### src/rtl/amstrad_pkg.sv
// Shared definitions for the Amstrad memory arbiter: FSM states, address
// width, video bank and the value returned by an aborted CPU read.
package amstrad_pkg;

    localparam int unsigned ADDR_W   = 23;
    localparam logic [6:0]  VID_BANK = 7'b0;
    localparam logic [7:0]  RD_ABORT = 8'hFF;

    typedef enum logic [2:0] {
        ST_IDLE,
        ST_CPU_RD,
        ST_CPU_WR,
        ST_VID_LO,
        ST_VID_HI
    } arb_state_t;

endpackage

### src/rtl/amstrad_edge_det.sv
// Rising-edge detector for a level CPU strobe. The pulse is combinational
// from the live strobe and its one-cycle-delayed copy.
module amstrad_edge_det (
    input  logic CLK,
    input  logic reset,
    input  logic strobe,
    output logic rise
);

    logic strobe_q;

    // Delay the strobe by one cycle for edge comparison.
    always_ff @(posedge CLK) begin
        if (reset) strobe_q <= 1'b0;
        else       strobe_q <= strobe;
    end

    assign rise = strobe & ~strobe_q;

endmodule

### src/rtl/amstrad_mem_arb.sv
// Byte-wide memory arbiter between the CPU (via the MMU) and video fetches.
// Video has priority; the CPU is stalled with cpu_wait.
// Optional build macro AMS_MEM_TIMEOUT_EN adds an ack timeout and mem_err.
module amstrad_mem_arb
    import amstrad_pkg::*;
#(
    parameter int unsigned TIMEOUT_CYC = 255
) (
    input  logic              CLK,
    input  logic              reset,
    input  logic              cpu_rd,
    input  logic              cpu_wr,
    input  logic [ADDR_W-1:0] ram_A,
    input  logic [7:0]        cpu_dout,
    output logic [7:0]        cpu_din,
    output logic              cpu_wait,
    input  logic              vid_req,
    input  logic [15:0]       vid_A,
    output logic [15:0]       vid_data,
    output logic              vid_valid,
    output logic [ADDR_W-1:0] mem_addr,
    output logic              mem_we,
    output logic [7:0]        mem_wdata,
    output logic              mem_req,
    input  logic              mem_ack,
    input  logic [7:0]        mem_rdata,
    output logic              mem_err
);

    arb_state_t state, state_next;

    logic              rd_rise, wr_rise;
    logic              cpu_pend, cpu_is_wr;
    logic [ADDR_W-1:0] cpu_addr;
    logic [7:0]        cpu_wdata;
    logic              vid_pend;
    logic [15:0]       vid_addr;
    logic [7:0]        vid_lo;
    logic              ack_ok, abort;
    logic              cpu_done, vid_done;
    logic              req_nxt, we_nxt;
    logic [ADDR_W-1:0] addr_nxt;
    logic [7:0]        wdata_nxt;

    amstrad_edge_det u_rd_edge (.CLK(CLK), .reset(reset), .strobe(cpu_rd), .rise(rd_rise));
    amstrad_edge_det u_wr_edge (.CLK(CLK), .reset(reset), .strobe(cpu_wr), .rise(wr_rise));

    // An ack only counts against an outstanding request.
    assign ack_ok   = mem_ack & mem_req;
    assign cpu_wait = cpu_pend;
    assign cpu_done = ((state == ST_CPU_RD) || (state == ST_CPU_WR)) && (ack_ok || abort);
    assign vid_done = ((state == ST_VID_HI) && ack_ok) ||
                      (((state == ST_VID_LO) || (state == ST_VID_HI)) && abort);

`ifdef AMS_MEM_TIMEOUT_EN
    logic [7:0] tcnt;

    assign abort = (state != ST_IDLE) && !ack_ok && (tcnt == 8'(TIMEOUT_CYC - 1));

    // Per-state wait counter, restarted on every state change.
    always_ff @(posedge CLK) begin
        if (reset || (state == ST_IDLE) || (state_next != state)) tcnt <= '0;
        else                                                    tcnt <= tcnt + 8'd1;
    end

    // Sticky timeout flag, cleared only by reset.
    always_ff @(posedge CLK) begin
        if (reset)      mem_err <= 1'b0;
        else if (abort) mem_err <= 1'b1;
    end
`else
    assign abort   = 1'b0;
    assign mem_err = 1'b0;

    // TIMEOUT_CYC only shapes the timeout build; this keeps it referenced.
    if (TIMEOUT_CYC == 0) begin : g_timeout_unused
    end
`endif

    // FSM state register.
    always_ff @(posedge CLK) begin
        if (reset) state <= ST_IDLE;
        else       state <= state_next;
    end

    // Next state and the memory-port values for the state being entered.
    always_comb begin
        state_next = state;
        addr_nxt   = mem_addr;
        wdata_nxt  = mem_wdata;
        we_nxt     = 1'b0;
        case (state)
            ST_IDLE: begin
                if (vid_pend)      state_next = ST_VID_LO;
                else if (cpu_pend) state_next = cpu_is_wr ? ST_CPU_WR : ST_CPU_RD;
            end
            ST_CPU_RD, ST_CPU_WR, ST_VID_HI: begin
                if (ack_ok || abort) state_next = ST_IDLE;
            end
            ST_VID_LO: begin
                if (ack_ok)     state_next = ST_VID_HI;
                else if (abort) state_next = ST_IDLE;
            end
            default: state_next = ST_IDLE;
        endcase
        case (state_next)
            ST_CPU_RD: addr_nxt = cpu_addr;
            ST_CPU_WR: begin
                addr_nxt  = cpu_addr;
                wdata_nxt = cpu_wdata;
                we_nxt    = 1'b1;
            end
            ST_VID_LO: addr_nxt = {VID_BANK, vid_addr};
            ST_VID_HI: addr_nxt = {VID_BANK, vid_addr | 16'h0001};
            default:   ;
        endcase
        // Drop the request for one cycle after every ack, even VID_LO->VID_HI.
        req_nxt = (state_next != ST_IDLE) && !ack_ok;
    end

    // Registered memory port.
    always_ff @(posedge CLK) begin
        if (reset) begin
            mem_req   <= 1'b0;
            mem_we    <= 1'b0;
            mem_addr  <= '0;
            mem_wdata <= '0;
        end else begin
            mem_req   <= req_nxt;
            mem_we    <= we_nxt;
            mem_addr  <= addr_nxt;
            mem_wdata <= wdata_nxt;
        end
    end

    // CPU request capture; write wins over a simultaneous read.
    always_ff @(posedge CLK) begin
        if (reset) begin
            cpu_pend  <= 1'b0;
            cpu_is_wr <= 1'b0;
            cpu_addr  <= '0;
            cpu_wdata <= '0;
        end else if (cpu_pend) begin
            if (cpu_done) cpu_pend <= 1'b0;
        end else if (rd_rise || wr_rise) begin
            cpu_pend  <= 1'b1;
            cpu_is_wr <= wr_rise;
            cpu_addr  <= ram_A;
            cpu_wdata <= cpu_dout;
        end
    end

    // Video request capture; requests during a pending fetch are dropped.
    always_ff @(posedge CLK) begin
        if (reset) begin
            vid_pend <= 1'b0;
            vid_addr <= '0;
        end else if (vid_pend) begin
            if (vid_done) vid_pend <= 1'b0;
        end else if (vid_req) begin
            vid_pend <= 1'b1;
            vid_addr <= vid_A;
        end
    end

    // Result registers for CPU reads and video words.
    always_ff @(posedge CLK) begin
        if (reset) begin
            cpu_din   <= RD_ABORT;
            vid_lo    <= '0;
            vid_data  <= '0;
            vid_valid <= 1'b0;
        end else begin
            vid_valid <= 1'b0;
            if (state == ST_CPU_RD) begin
                if (ack_ok)     cpu_din <= mem_rdata;
                else if (abort) cpu_din <= RD_ABORT;
            end
            if ((state == ST_VID_LO) && ack_ok) vid_lo <= mem_rdata;
            if ((state == ST_VID_HI) && ack_ok) begin
                vid_data  <= {mem_rdata, vid_lo};
                vid_valid <= 1'b1;
            end else if (vid_done) begin
                vid_data  <= {RD_ABORT, RD_ABORT};
                vid_valid <= 1'b1;
            end
        end
    end

endmodule

### config.mk
export PLATFORM = sky130hd
export DESIGN_NAME = amstrad_mem_arb
export DESIGN_NICKNAME = d
export VERILOG_FILES = /design/src/rtl/amstrad_pkg.sv /design/src/rtl/amstrad_edge_det.sv /design/src/rtl/amstrad_mem_arb.sv
export SDC_FILE = /design/constraint.sdc
export NUM_CORES = 1
export LEC_CHECK = 0
export BUFFER_PORTS_ARGS = -buffer_cell sky130_fd_sc_hd__buf_2
export CAP_MARGIN = 10
export CELL_PAD_IN_SITES_DETAIL_PLACEMENT = 2
export CELL_PAD_IN_SITES_GLOBAL_PLACEMENT = 2
export CORE_UTILIZATION = 30
export DETAILED_ROUTE_END_ITERATION = 10
export PLACE_DENSITY = 0.78
export SYNTH_ARGS = -nofsm -noshare
export SYNTH_HDL_FRONTEND = slang
export SYNTH_SLANG_ARGS = --single-unit
### constraint.sdc
create_clock -name CLK -period 1.84 [get_ports CLK]
set_clock_uncertainty 0.05 [all_clocks]
set_input_delay 0.276 -clock CLK [delete_from_list [all_inputs] [get_ports CLK]]
set_output_delay 0.276 -clock CLK [all_outputs]
set_load 0.02 [all_outputs]
==> flow_summary.yaml, run 1 <==
route:
  drc: 0
  drt-total-wl_um: 16350
  antenna_left: 0
  wl_per_cell_um: 18.51
  vias_per_cell: 5.075
  initialDrtViolationCount: 153
  dr.pass1.iters: 4
  vias: 4481
worst_setup_path:
  path_buf_inv: 2
  critPathLaunchType: "flop"
  worstSetupPathType: "reg2reg"
  slowest_delay_ns: 0.39
  end_kind: "flop"
  r2r_cells: 6
  reg2reg_to: "mem_addr[3]$_SDFFE_PP0P_"
  required_ns: 2.09
  crit_arrival_ns: 2.02
  r2r_slack_ns: 0.07
  crit_chain: "nor2_1, o22ai_4, buf_4, or2_1, buf_12, a311oi_1"
  r2r_start: "vid_pend$_SDFF_PP0_"
  slowest_stage: "dfxtp_1"
  cp_top_family: "simple AND/OR/NAND/NOR gates"
  worstPathMaxFanout: 16
global_route:
  grt_max_degree: 66
  track_usage: 0.2134
  grt_pass1_vias: 4898
  grt_pass1_wl_um: 26230
  grt_overflow: 0
  antenna_found_initial: 0
synth:
  synth-xor-area-share: 0.001886
  synthSimpleGateAreaFrac: 0.2183
  synth_edf_count: 0
  synth_top_family_by_area: "simple AND/OR/NAND/NOR gates"
  synthAdderAreaFrac: 0
  synth_area_leader_cell: "dfxtp_1"
  yosys.area.top_type_share: 0.5217
  synthesis.area_um2: 4643
  synthMuxAreaShare: 0.01725
  synth-seq-area-share: 0.5217
  ys_async_sr_fraction: 0
  synthFlopType: "dfxtp_1"
  yosysUniqueCellTypes: 43
  syn_nets: 614
  synthCells: 553
  synthTopCellsByArea: "dfxtp_1, nand2_1, a21oi_1, nand3_1, o21ai_0"
  synth_compound_area_frac: 0.1937
  ys_ff_latch: 121
  ys_warn_count: 0
  postSynthAreaPerCell_um2: 8.396
sta:
  worst_slew_pin_slew_ns: 0.7025
  hold_viol: 0
  post-route-period-util: 0.9596
  grt_setup_unrepaired: "no"
  report.final.slew_viol_count: 0
  hold_ws_ns: 0.05123
  finalSetupViolCount: 0
  timing.final.ws_setup_ns: 0.07430
  period_needed_ns: 1.766
  setup_tns_ns: 0
  fmax_mhz: 566.3
  max-slew-margin-rel: 0.5317
clock_tree:
  cts_tree: "done"
  htreeDepth: 4
  cts_made_buffers: 17
  cts-root-buf: "clkbuf_16"
  clock_sinks: 121
  clk_latency_ns: 0.42
  path_clk_slew_ns: 0.06
  clock_path_buffers: 2
floorplanning:
  coreArea_um2: 15150
  die_h_um: 126.4
  start_util: 0.3066
  rows: 45
  die_x_um: 126.4
  die_area_um2: 15980
  ios: 121
power:
  power_uw: 7442
  p_per_area_nw_per_um2: 1211
  leakage_uw: 0.002601
  vdd_ir_drop_max_uv: 650.7
placed_design:
  io_buffers: 119
  dp_hpwl_um: 11380
  gp_congestion: 0.7630
  preCtsSetupSlack_ns: -0.07389
min_path:
  hold-path-endpoint: "vid_addr[8]$_SDFFE_PP0P_"
  hold_start: "vid_A[8]"
  hp-class: "in2reg"
  min_path_cells: 3
cells_and_area:
  syn2layout_area_growth_pct: 32.39
  num_antenna_cells: 0
  seq_area_um2: 2424
  drive_above_1_share: 0.2878
  num-fill-cells: 1701
  multi_input_area_um2: 2028
  fin_util: 0.4059
  final_nets: 743
run:
  maxCapViolations: 0
status:
  outcome: "finished, final reports clean"
-- worst register-to-register path, delay by kind of cell, from the launching register on --
| family | cells | cell delay (ns) |
|---|---|---|
| AND/OR/NAND/NOR | 2 | 0.50 |
| flip-flops | 1 | 0.39 |
| buffers and inverters | 2 | 0.32 |
| AO/OA/AOI/OAI | 2 | 0.39 |
-- placed cells by master (no fill, tap or decap), types with 14 or more instances in the layout --
cell type    n
o21ai_0     25
nand3_1     34
a21oi_1     77
dfxtp_1    120
a311oi_1    14
buf_2      118
clkbuf_16   17
nor2_1      15
buf_4       31
nor3_1      17
nand2_1    146
-- final cells by class --
| class | instances | area share |
|---|---|---|
| clock buffers | 21 | 0.07490 |
| clock inverters | 11 | 0.01588 |
| inverters | 2 | 0.001221 |
| multi-input cells | 387 | 0.3299 |
| flip-flops and latches | 121 | 0.3943 |
| well taps | 188 | 0.03827 |
| repair buffers | 153 | 0.1455 |
-- flip-flops by register name, summed over array words and instances, names as in the netlist --
| register | flops |
|---|---|
| cpu_addr | 23 |
| cpu_din | 8 |
| cpu_is_wr | 1 |
| cpu_wait | 1 |
| cpu_wdata | 8 |
| mem_addr | 23 |
| mem_req | 1 |
| mem_wdata | 8 |
| mem_we | 1 |
| state | 3 |
| u_rd_edge.strobe_q | 1 |
| u_wr_edge.strobe_q | 1 |
| vid_addr | 16 |
| vid_data | 16 |
| vid_lo | 8 |
| vid_pend | 1 |
| vid_valid | 1 |
-- what timing repair did --
action | 4_1_cts | 5_1_grt
pin swaps | 2 | 3
setup endpoints to repair | 14 | 26
hold buffers | 0 | 0
buffers inserted | 3 | 0
resized for setup | 5 | 4
-- logic make-up (layout without fill, tap and decap cells) --
| kind of cell | count (synthesis) | in the layout |
|---|---|---|
| muxes | 8 | 8 |
| other | 1 | 1 |
| DFF | 121 | 121 |
| AOI/OAI and AO/OA | 142 | 142 |
| and+or+nand+nor | 235 | 235 |
| buffers and inverters | 45 | 187 |
| xor gates and xnor gates | 1 | 1 |
-- power by group --
group          internal [uW]  switching (uW)
Sequential              2830             133
Clock                   1920            1220
Combinational            514             832
-- per-layer routing --
| metal | wire length [um] | part of all wire | GRT usage | vias up |
|---|---|---|---|---|
| met5 | 0 | 0 | 0 | - |
| met4 | 227 | 0.014 | 0.07229 | 0 |
| met3 | 790 | 0.048 | 0.05314 | 18 |
| met2 | 8268 | 0.51 | 0.3783 | 105 |
| met1 | 7061 | 0.43 | 0.2503 | 2199 |
| li1 | - | - | - | 2159 |
-- how the worst max path moves through the flow --
stage,start,endpoint,slack (ns),cells past startpoint
after floorplan,mem_req$_SDFF_PP0_,mem_addr[12]$_SDFFE_PP0P_,0.11,7
after global placement,mem_ack,mem_addr[19]$_SDFFE_PP0P_,0.03,5
after detailed placement,mem_ack,mem_addr[18]$_SDFFE_PP0P_,-0.07,5
after CTS,mem_req$_SDFF_PP0_,mem_addr[3]$_SDFFE_PP0P_,0.006,6
after global routing,state[0]$_SDFF_PP0_,mem_addr[1]$_SDFFE_PP0P_,0.006,6
final,vid_pend$_SDFF_PP0_,mem_addr[3]$_SDFFE_PP0P_,0.07,6
-- through the flow --
stage                     cell area, um^2  instances
final                                6147        883
after global routing                 6147        883
after CTS                            6142        883
after detailed placement             5543        848
after global placement               5543        848
after floorplan                      4643        553
-- synthesized netlist by cell type, types with 2 or more instances --
cell,count
nand2_1,146
dfxtp_1,121
a21oi_1,78
nand3_1,34
o21ai_0,26
clkbuf_1,22
nor3_1,18
nor2_1,16
a311oi_1,14
buf_2,10
a22o_1,8
mux2i_1,8
nor2b_1,6
buf_4,5
nand2b_1,5
buf_1,4
a31oi_1,2
buf_6,2
inv_1,2
o22ai_4,2
or3_1,2
Note: power is estimated with default switching activity, not from simulation.
==> inputs of run 2 (changes only) <==
- CORE_ASPECT_RATIO: default -> 1.75
- RECOVER_POWER: default -> 100
==> run 2 against run 1 <==
Critical path type unchanged. Global-route usage shrank 0.38 points. Utilization is 0.28 points higher. Hold slack lost 0.0054 ns. Sequential power about the same. Largest cell class unchanged. Maximum frequency fell by 0.54%. Sequential share of layout area is 0.15 points higher. Register-to-register slack is essentially flat.
==> flow_summary.yaml, run 2 (synthesis results as in run 1) <==
sta:
  finalSetupViolCount: 0
  worst_slew_pin_slew_ns: 0.6718
  grt_setup_unrepaired: "yes"
  max-slew-margin-rel: 0.5522
  hold_ws_ns: 0.04582
  period_needed_ns: 1.775
  post-route-period-util: 0.9648
  fmax_mhz: 563.3
  hold_viol: 0
  report.final.slew_viol_count: 0
floorplanning:
  ios: 121
  die_h_um: 166.6
  rows: 59
  start_util: 0.3098
  die_x_um: 96.05
  coreArea_um2: 14990
  die_area_um2: 16000
cells_and_area:
  final_cell_mix: "nand2_1, dfxtp_1, buf_2"
  final_nets: 736
  syn2layout_area_growth_pct: 31.88
  reg_top3: "cpu_addr: 23 flops, mem_addr: 23 flops"
  final_common_cell: "nand2_1"
  drive_above_1_share: 0.2868
  num-fill-cells: 1721
global_route:
  grt_pass1_vias: 5070
  grt_overflow: 0
  grt_pass1_wl_um: 25580
  antenna_found_initial: 1
  track_usage: 0.2096
  grt_max_degree: 64
clock_tree:
  hold_buffers: 0
  htreeDepth: 4
  path_clk_slew_ns: 0.06
  clock_path_buffers: 2
  cts-root-buf: "clkbuf_16"
  clock_sinks: 121
  cts_tree: "done"
  clk_latency_ns: 0.42
  cts_made_buffers: 17
route:
  initialDrtViolationCount: 134
  wl_per_cell_um: 18.42
  antenna_left: 0
  vias_per_cell: 5.150
  dr.pass1.iters: 4
  vias: 4486
  drc: 0
  drt-total-wl_um: 16040
worst_setup_path:
  worstSetupPathType: "reg2reg"
  required_ns: 2.12
  end_kind: "flop"
  r2r_start: "state[2]$_SDFF_PP0_"
  reg2reg_to: "mem_addr[7]$_SDFFE_PP0P_"
  crit_arrival_ns: 2.05
  r2r_cells: 4
  critPathLaunchType: "flop"
  r2r_slack_ns: 0.06
  worstPathMaxFanout: 8
status:
  outcome: "finished, final reports clean"
min_path:
  min_path_cells: 3
  hold-path-endpoint: "vid_addr[10]$_SDFFE_PP0P_"
  hold_start: "vid_A[10]"
  hp-class: "in2reg"
power:
  swShare: 0.2936
  leakage_uw: 0.002570
  vdd_ir_drop_max_uv: 680.8
  pwr-share-comb: 0.177
  p_per_area_nw_per_um2: 1223
  pwr-share-seq: 0.396
  clockPowerShare: 0.428
  power_uw: 7487
  internal_power_uw: 5289
  switchingPower_uw: 2198
placed_design:
  io_buffers: 119
  dp_hpwl_um: 11360
  gp_congestion: 0.8344
run:
  maxCapViolations: 0
[run 2: cell count changes in the layout (fill, tap and decap cells not counted), sizes merged]
cell | before | now
buf | 153 | 145
bufinv | 1 | 2
clkbuf | 21 | 18
clkinv | 5 | 6
clkinvlp | 4 | 5
diode | 0 | 1
inv | 3 | 2
nor2 | 17 | 18
[run 2: worst max path at each step]
stage	slack, ns	cells after the start	end	startpoint
after detailed placement	-0.13	4	mem_addr[20]$_SDFFE_PP0P_	state[2]$_SDFF_PP0_
after global placement	-0.02	4	mem_addr[6]$_SDFFE_PP0P_	state[1]$_SDFF_PP0_
final	0.06	4	mem_addr[7]$_SDFFE_PP0P_	state[2]$_SDFF_PP0_
after global routing	-0.06	7	mem_addr[3]$_SDFFE_PP0P_	state[0]$_SDFF_PP0_
after floorplan	0.11	7	mem_addr[12]$_SDFFE_PP0P_	mem_req$_SDFF_PP0_
after CTS	0.002	6	mem_addr[11]$_SDFFE_PP0P_	state[0]$_SDFF_PP0_
[run 2: metal layers]
layer,track usage,wire [um],vias to the layer above
li1,-,-,2139
met1,0.2132,6181,2205
met2,0.3802,8640,111
met3,0.05160,702,31
met4,0.1077,515,0
met5,0,0,-
[run 2: cell type report]
type,instances,area [um^2],area share
Sequential cell,121,2424,0.3958
Multi-Input combinational cell,388,2067,0.3376
Timing Repair Buffer,145,833.3,0.1361
Clock buffer,18,429.2,0.07009
Tap cell,183,229.0,0.03739
Clock inverter,13,131.4,0.02145
Inverter,2,7.507,0.001226
Antenna cell,1,2.502,0.0004087
[run 2: timing repair]
item                       in CTS  in global routing
setup endpoints to repair      26                 42
gates resized for setup         5                 13
cloned                          0                  1
setup buffers                   0                  0
pin swaps                       1                  2
[run 2: power groups by stage]
stage	clock network [uW]	logic (uW)	registers (uW)
global placement	0	1200	2990
floorplan	0	687	3100
global route	3380	1450	2980
finish	3200	1320	2960
detailed placement	0	1260	3010
CTS	3250	1290	2960
[run 2: worst max-delay path, cell delays in order (launching register included)]
cell and delay (ns):
dfxtp_2 0.39, or3b_4 0.47, nor2_2 0.33, o21ai_0 0.17, a311oi_1 0.27
[run 2: per-stage QoR]
stage	instance area [um^2]	setup WS, ns	utilization	cells	TNS [ns]
2_1_floorplan	4643	0.1124	-	553	0
3_3_place_gp	5487	-0.01986	0.3661	838	-0.1070
3_5_place_dp	5487	-0.1321	0.3661	838	-1.754
4_1_cts	6067	0.001810	0.4049	869	0
5_1_grt	6123	-0.05850	0.4086	871	-0.2067
6_report	6123	0.06475	0.4086	871	0
==> inputs of run 3 (changes only) <==
- BUFFER_PORTS_ARGS: -buffer_cell sky130_fd_sc_hd__buf_2 -> default
- CORE_UTILIZATION: 30 -> 36
- DONT_BUFFER_PORTS: default -> 1
==> run 3 against run 2 <==
The flow now finishes with violations (hold timing). Total power is 3.5% higher. Critical path type unchanged. Sequential power is 5% higher. Final cell count is 11% lower. Flip-flop and latch count stayed put. Die area is 16% lower. Non-clock buffer count is 80 lower. Wire length is 8.6% higher. Setup slack worse by 0.031 ns. Register-to-register slack worse by 0.03 ns. Count of clock-buffer cells in the layout is 1 higher.
==> flow_summary.yaml, run 3 (synthesis results as in run 1) <==
floorplanning:
  die_area_um2: 13370
  die_h_um: 152.2
  die_x_um: 87.85
  coreArea_um2: 12500
  start_util: 0.3715
  rows: 54
  ios: 121
power:
  leakage_uw: 0.002287
  p_per_area_nw_per_um2: 1309
  vdd_ir_drop_max_uv: 680.8
route:
  drc: 0
  dr.pass1.iters: 4
  antenna_left: 0
  drt-total-wl_um: 17430
  vias_per_cell: 5.533
  initialDrtViolationCount: 156
  wl_per_cell_um: 22.49
  vias: 4288
worst_setup_path:
  required_ns: 2.14
  crit_chain: "nand2b_1, buf_4, nand2_1, a21oi_1, dlygate4sd3_1"
  crit_arrival_ns: 2.11
  r2r_cells: 5
  slowest_stage: "dlygate4sd3_1"
  critPathLaunchType: "flop"
  r2r_start: "vid_pend$_SDFF_PP0_"
  slowest_delay_ns: 0.59
  worstSetupPathType: "reg2reg"
  worstPathMaxFanout: 16
  reg2reg_to: "vid_addr[1]$_SDFFE_PP0P_"
  r2r_slack_ns: 0.03
  end_kind: "flop"
placed_design:
  dp_hpwl_um: 10630
  io_buffers: 0
  gp_congestion: 0.8398
  place_area_um2: 4960
cells_and_area:
  finalInstanceArea_um2: 5916
  fin_util: 0.4733
  final_cell_mix: "nand2_1, dfxtp_1, a21oi_1"
  multi_input_area_um2: 2043
  drive_above_1_share: 0.1565
  final_nets: 655
  num_antenna_cells: 0
  reg_top3: "cpu_addr: 23 flops, mem_addr: 23 flops"
  final_common_cell: "nand2_1"
  syn2layout_area_growth_pct: 27.40
  seq_area_um2: 2431
  num-fill-cells: 1334
sta:
  fmax_mhz: 553.7
  report.final.slew_viol_count: 0
  hold_ws_ns: -0.1221
  setup_tns_ns: 0
  post-route-period-util: 0.9815
  worst_slew_pin_slew_ns: 0.5024
  max-slew-margin-rel: 0.6632
  hold_viol: 88
  period_needed_ns: 1.806
  finalSetupViolCount: 0
clock_tree:
  clk_latency_ns: 0.42
  cts-root-buf: "clkbuf_16"
  htreeDepth: 4
  cts_tree: "done"
  cts_made_buffers: 17
  clock_sinks: 121
  path_clk_slew_ns: 0.06
  clock_path_buffers: 2
global_route:
  grt_overflow: 0
  grt_max_degree: 106
  track_usage: 0.2603
  grt_pass1_wl_um: 25980
  grt_pass1_vias: 4802
  antenna_found_initial: 0
min_path:
  hold-path-endpoint: "cpu_addr[15]$_SDFFE_PP0P_"
  hold_start: "reset"
  min_path_cells: 1
  hp-class: "in2reg"
status:
  outcome: "finished, violations left"
  violations: "hold timing"
run:
  maxCapViolations: 0
## run 3: worst max-delay path by stage
stage | from | end | slack, ns
finish | vid_pend$_SDFF_PP0_ | vid_addr[1]$_SDFFE_PP0P_ | 0.03
global route | vid_pend$_SDFF_PP0_ | vid_addr[1]$_SDFFE_PP0P_ | -0.05
CTS | state[2]$_SDFF_PP0_ | mem_addr[6]$_SDFFE_PP0P_ | 0.02
floorplan | mem_req$_SDFF_PP0_ | mem_addr[12]$_SDFFE_PP0P_ | 0.11
detailed placement | state[0]$_SDFF_PP0_ | mem_wdata[6]$_SDFFE_PP0P_ | -0.03
global placement | state[0]$_SDFF_PP0_ | mem_wdata[3]$_SDFFE_PP0P_ | 0.05
## run 3: where the power goes
part           internal (uW)  total, uW  switching, uW
combinational            488       1160            669
clock                   2180       3470           1290
sequential              2830       3120            291
## run 3: through the flow
stage | power (uW) | hold slack, ns | cells | worst slack, ns
6_report | 7746 | -0.1221 | 775 | 0.03413
5_1_grt | 8034 | -0.1338 | 775 | -0.05496
4_1_cts | 7699 | -0.1339 | 765 | 0.01666
3_5_place_dp | 4172 | 0.3087 | 711 | -0.02609
3_3_place_gp | 4102 | 0.3065 | 711 | 0.05176
2_1_floorplan | 3789 | 0.3500 | 553 | 0.1124
## run 3: routing by layer
| layer | global-route usage | vias up | wire [um] |
|---|---|---|---|
| met4 | 0.1218 | 0 | 493 |
| met2 | 0.4850 | 128 | 10020 |
| li1 | - | 1983 | - |
| met5 | 0 | - | 0 |
| met1 | 0.2561 | 2143 | 6065 |
| met3 | 0.06880 | 34 | 851 |
## run 3: what timing repair did
action / 4_1_cts / 5_1_grt
pin swaps: 2 / 9
resized for setup: 6 / 11
hold buffers: 15 / 8
endpoints found under the setup margin: 18 / 23
buffers inserted: 7 / 2
endpoints found under the hold margin: 111 / 96
## run 3: final cells by class
cell class | count | share of cell area
inverters | 2 | 0.001269
multi-input cells | 387 | 0.3454
well taps | 168 | 0.03553
flip-flops and latches | 121 | 0.4110
repair buffers | 65 | 0.1034
clock inverters | 13 | 0.02855
clock buffers | 19 | 0.07487
## run 3: worst max-delay path, delay by kind of cell (launching register included)
kind	cells	cell delay, ns
buf+inv	2	0.81
simple gates	2	0.24
flops	1	0.45
compound gates	1	0.19
